--- config.mk ---
export PLATFORM = sky130hd
export DESIGN_NAME = pll_lock_supervisor
export DESIGN_NICKNAME = d
export VERILOG_FILES = /design/src/rtl/pll_lock_supervisor.sv
export SDC_FILE = /design/constraint.sdc
export NUM_CORES = 1
export LEC_CHECK = 0
export CAP_MARGIN = 20
export CORE_MARGIN = 10
export CORE_UTILIZATION = 40
export CTS_CLUSTER_SIZE = 12
export DETAILED_ROUTE_END_ITERATION = 6
export PLACE_DENSITY = 0.64
export SYNTH_ARGS = -nofsm -noshare
export SYNTH_HDL_FRONTEND = slang
export SYNTH_SLANG_ARGS = --single-unit
--- constraint.sdc ---
create_clock -name refclk -period 5.09 [get_ports refclk]
set_input_delay 0.7635 -clock refclk [delete_from_list [all_inputs] [get_ports refclk]]
set_output_delay 0.7635 -clock refclk [all_outputs]
set_load 0.05 [all_outputs]
--- src/rtl/pll_lock_supervisor.sv ---
// rtl/pll_lock_supervisor.sv - PLL reset sequencing, lock qualification and retry supervisor
//
// Purpose: pulses the PLL reset, waits for a qualified lock, holds downstream
// logic in reset until lock has been stable, retries on lock timeout and
// reports failure once retries are exhausted.
//
// Ports:
//   refclk      - sole clock
//   rst         - synchronous active-high reset
//   locked      - PLL lock indicator (asynchronous, synchronized internally)
//   relock_req  - single-cycle request to rerun the PLL reset sequence (RUN/FAILED only)
//   pll_rst     - PLL reset output
//   sys_rst     - downstream active-high reset
//   ready       - PLL locked and stable
//   fail        - retries exhausted
//   retry_count - retries used in the current acquisition
//   loss_count  - saturating loss-of-lock count
//
// Optional feature: define PLL_SUP_LOSS_COUNT_EN to build the loss-of-lock
// counter; otherwise loss_count is tied to zero.

module pll_lock_supervisor #(
   parameter int RST_PULSE_CYCLES    = 16,
   parameter int LOCK_STABLE_CYCLES  = 1024,
   parameter int LOCK_TIMEOUT_CYCLES = 65536,
   parameter int MAX_RETRIES         = 3
) (
   input  logic       refclk,
   input  logic       rst,
   input  logic       locked,
   input  logic       relock_req,
   output logic       pll_rst,
   output logic       sys_rst,
   output logic       ready,
   output logic       fail,
   output logic [3:0] retry_count,
   output logic [7:0] loss_count
);

   localparam int MAX_AB  = (RST_PULSE_CYCLES > LOCK_STABLE_CYCLES) ? RST_PULSE_CYCLES : LOCK_STABLE_CYCLES;
   localparam int MAX_CYC = (MAX_AB > LOCK_TIMEOUT_CYCLES) ? MAX_AB : LOCK_TIMEOUT_CYCLES;
   localparam int CW      = $clog2(MAX_CYC + 1);

   localparam logic [CW-1:0] CNT_MAX  = '1;
   localparam logic [CW-1:0] RST_LAST = CW'(RST_PULSE_CYCLES - 1);
   localparam logic [CW-1:0] STB_LAST = CW'(LOCK_STABLE_CYCLES - 1);
   localparam logic [CW-1:0] TMO_LAST = CW'(LOCK_TIMEOUT_CYCLES - 1);
   localparam logic [3:0]    RETRY_LIM = 4'(MAX_RETRIES);

   typedef enum logic [2:0] {
      RESET_PLL,
      WAIT_LOCK,
      STABILIZE,
      RUN,
      FAILED
   } state_t;

   state_t        state;
   state_t        state_n;
   logic [CW-1:0] cnt;
   logic [1:0]    sync_q;
   logic          locked_s;

   assign locked_s = sync_q[1];

   // cnt holds the index of the current cycle within the state, so the
   // "last cycle" compares below are parameter minus one.
   always_comb begin
      state_n = state;
      case (state)
         RESET_PLL: if (cnt == RST_LAST) state_n = WAIT_LOCK;
         WAIT_LOCK: begin
            if (locked_s)
               state_n = STABILIZE;
            else if (cnt == TMO_LAST)
               state_n = (retry_count == RETRY_LIM) ? FAILED : RESET_PLL;
         end
         STABILIZE: begin
            if (!locked_s)
               state_n = WAIT_LOCK;
            else if (cnt == STB_LAST)
               state_n = RUN;
         end
         RUN:       if (!locked_s || relock_req) state_n = RESET_PLL;
         FAILED:    if (relock_req) state_n = RESET_PLL;
         default:   state_n = RESET_PLL;
      endcase
   end

   // Outputs are decoded from the next state so they change on the same edge
   // as the state register and are themselves flops.
   always_ff @(posedge refclk) begin
      if (rst) begin
         state       <= RESET_PLL;
         cnt         <= '0;
         sync_q      <= '0;
         retry_count <= '0;
         pll_rst     <= 1'b1;
         sys_rst     <= 1'b1;
         ready       <= 1'b0;
         fail        <= 1'b0;
      end else begin
         sync_q <= {sync_q[0], locked};
         state  <= state_n;

         if (state_n != state)
            cnt <= '0;
         else if (cnt != CNT_MAX)
            cnt <= cnt + CW'(1);

         // A timeout retry only happens when retry_count < MAX_RETRIES, so
         // the increment cannot wrap.
         if (state == WAIT_LOCK && state_n == RESET_PLL)
            retry_count <= retry_count + 4'd1;
         else if (state_n == RUN || (state == FAILED && state_n == RESET_PLL))
            retry_count <= '0;

         pll_rst <= (state_n == RESET_PLL);
         sys_rst <= (state_n != RUN);
         ready   <= (state_n == RUN);
         fail    <= (state_n == FAILED);
      end
   end

`ifdef PLL_SUP_LOSS_COUNT_EN
   // Only lock loss counts; a relock_req in the same cycle is still one loss.
   always_ff @(posedge refclk) begin
      if (rst)
         loss_count <= '0;
      else if (state == RUN && !locked_s && loss_count != 8'hFF)
         loss_count <= loss_count + 8'd1;
   end
`else
   assign loss_count = 8'd0;
`endif

endmodule
==> summary.md <==
| Metric | Value |
|---|---|
| Layout filler cell count | `~380` |
| Clock insertion delay at the later pin of the skew report | `280 ps` |
| CTS tree | `built` |
| Fin util | `0.448` |
| Avg Cell Area, Syn | `9.20 um^2` |
| Ys async rst share | `0` |
| Register area | `601 um^2` |
| Unrepaired setup endpoints after global routing | `false` |
| FF-to-FF path depth | `10` |
| Ratio of cells with drive above 1 in the final layout | `0.157` |
| Die area | `6960 um^2` |
| Routed Wire Length | `2.89 mm` |
| Slew margin rel. | `0.664` |
| DP HPWL | `2.12 mm` |
| Total CTS buffers | `5` |
| Post-synthesis sequential area ratio | `0.373` |
| H-tree levels | `2` |
| PortBufs | `11` |
| Core Area | `3940 um^2` |
| Hold WC Path Type | `flop to flop` |
| GRT overflow | `0` |
| Antenna cells | `0` |
| Top_reg_cell synth | `dfxtp_1` |
| Initial Util | `0.408` |
| Post-cts hold buffer count | `0` |
| Largest buffer count on any clock path | `2` |
| CP arrival | `2910 ps` |
| Residual DRC count | `0` |
| Tcrit/Tclk final | `0.539` |
| Die Wd | `83.5 um` |
| Die H | `83.5 um` |
| Required @ worst endpoint | `5250 ps` |
| Vias | `between 1,000 and 1,500` |
| Commonest non-fill, non-tap cell in the layout | `dfxtp_1` |
| Final Total Pwr | `453 uW` |
| Nets@finish | `194` |
| CP Capture Type | `flop` |
| DR pass1 iterations | `4` |
| Clock root buffer | `clkbuf_8` |
| DRC violation total after the first TritonRoute iteration | `63` |
| Initial antenna violation count | `0` |
| PwrDens | `256 nW/um^2` |
| Largest net degree at the start of global routing | `18` |
| Endpoints failing setup | `0` |
| CTS resizes | `0` |
| Sum of negative setup slack | `0 ps` |
| Vias in the first global route | `~1,000` |
| Mapped cell area | `1610 um^2` |
| Commonest non-fill, non-tap cells in the layout | `dfxtp_1 (30), nor2_1 (17), clkdlybuf4s50_1 (11)` |
| Min-Delay Path Depth | `1` |
| Worst-path fanout max | `17` |
| Fmax | `approximately 360 MHz` |
| Final GP Congestion | `0.774` |
| Area of the multi-input gates | `just under 900 um^2` |
| Post-CTS Setup Bufs | `0` |
| Crit path launch type | `flop` |
| Layout area overhead | `9.71%` |
| Worst slack, placed | `2340 ps` |
| Final min period | `2740 ps` |
| Design area | `1770 um^2` |
| Flops & latches, synth | `30` |
| Cell row count | `23` |
| P_leak | `between 0.6 and 0.7 nW` |
| Io pins | `20` |
| Max-cap check violation count | `0` |
| Status | `completed` |
| Post-DR vias/cell | `5.03` |
| Setup ws final | `around 2300 ps` |
| Clock-pin slew on the worst setup and hold paths | `about 60 ps` |
| Clock Sinks | `30` |
| Maximum VDD drop | `0.159 mV` |
| Ys Warns | `0` |
| Final hold vios | `0` |
| First-pass GRT wire length | `4.91 mm` |
| Post-synth EDFFs | `0` |
| Post-synth cell types | `46` |
| Post-DP Area | `1680 um^2` |
| Slew @ Worst Pin | `502 ps` |
| Total Routing Usage GR | `0.0853` |
| Max Slew Vio Count | `0` |
| Synthesized instance count | `175` |
| Routed Antenna Nets | `0` |
| Crit Path Class | `flop to flop` |
| Post-DR wirelength/cell | `12.3 um` |
| Clock Skew | `3.56 ps` |
-- cell families (layout without fill, tap and decap cells) --
| logic type | count (synthesis) | in the layout | synth area share |
|---|---|---|---|
| compound gates | 22 | 22 | 0.113 |
| xor+xnor | 17 | 17 | 0.0925 |
| fa+ha+maj | 4 | 4 | 0.0311 |
| buf+inv | 20 | 23 | 0.0917 |
| flops | 30 | 30 | 0.373 |
| mux | 1 | 1 | 0.00622 |
| other cells | 1 | 8 | 0.00233 |
| simple gates | 80 | 80 | 0.290 |
-- where the power goes --
part / leakage, nW / internal [mW] / switching (mW)
logic: 0.348 / 0.00640 / 0.0208
registers: 0.243 / 0.238 / 0.00270
clock network: 0.0431 / 0.104 / 0.0814
total: 0.633 / 0.348 / 0.105
-- state kept, by name, summed over array words and instances (netlist names) --
name         count
retry_count      4
cnt             17
ready            1
sync_q           2
fail             1
state            3
sys_rst          1
pll_rst          1
-- layer usage --
layer  vias up  share of wire  track usage
met5         -              0            0
met4         0          0.023       0.0502
met3         7          0.057       0.0391
met2        20           0.42        0.114
met1       546           0.49        0.108
li1        609              -            -
-- worst max-delay path, cell delays in order (launching register included) --
cell and delay (ps):
dfxtp_1 440, and4_1 230, and2_1 180, nand3_1 90, nor4_1 370, ha_1 290, and4bb_1 320, nor2_1 60
o311ai_1 290, a21o_4 280, nor2b_1 70
-- per-stage QoR --
step                std cells  hold WS (ps)
floorplan                 182           414
global placement          229           419
detailed placement        229           428
CTS                       235           442
global route              235           468
finish                    235           435
-- final cells by class --
type | instances | area share
Clock buffer | 6 | 0.0467
Inverter | 6 | 0.0127
Multi-Input combinational cell | 132 | 0.503
Sequential cell | 30 | 0.340
Tap cell | 50 | 0.0354
Timing Repair Buffer | 11 | 0.0623
-- cells in the mapped netlist, drive strengths merged, types with 2 or more instances --
library cell  instances  area share
inv                   6       0.014
a21oi                 3      0.0093
buf                  12       0.061
nand2                10       0.023
o211ai                2       0.012
xnor2                 7       0.038
xor2                 10       0.054
nand2b                2      0.0078
and3                  2      0.0078
nor2                 27       0.078
clkbuf                2       0.017
nand3                 7       0.022
nor4                  7       0.039
nor3                  7       0.028
o21a                  3       0.014
nand4b                2       0.011
o21ai                 4       0.012
a22oi                 3       0.017
nor2b                 4       0.016
dfxtp                30        0.37
ha                    4       0.031
and2                  2      0.0086
nand4                 4       0.016
-- path summary, 6_finish.rpt --
path / start / to / slack (ps)
max reg2reg: cnt[8]$_SDFFE_PP0P_ / cnt[3]$_SDFFE_PP0P_ / 2350
max: cnt[8]$_SDFFE_PP0P_ / cnt[3]$_SDFFE_PP0P_ / 2350
min reg2reg: sync_q[0]$_SDFF_PP0_ / sync_q[1]$_SDFF_PP0_ / 440
min: sync_q[0]$_SDFF_PP0_ / sync_q[1]$_SDFF_PP0_ / 440
No activity file was read; power rests on OpenSTA's default activity.
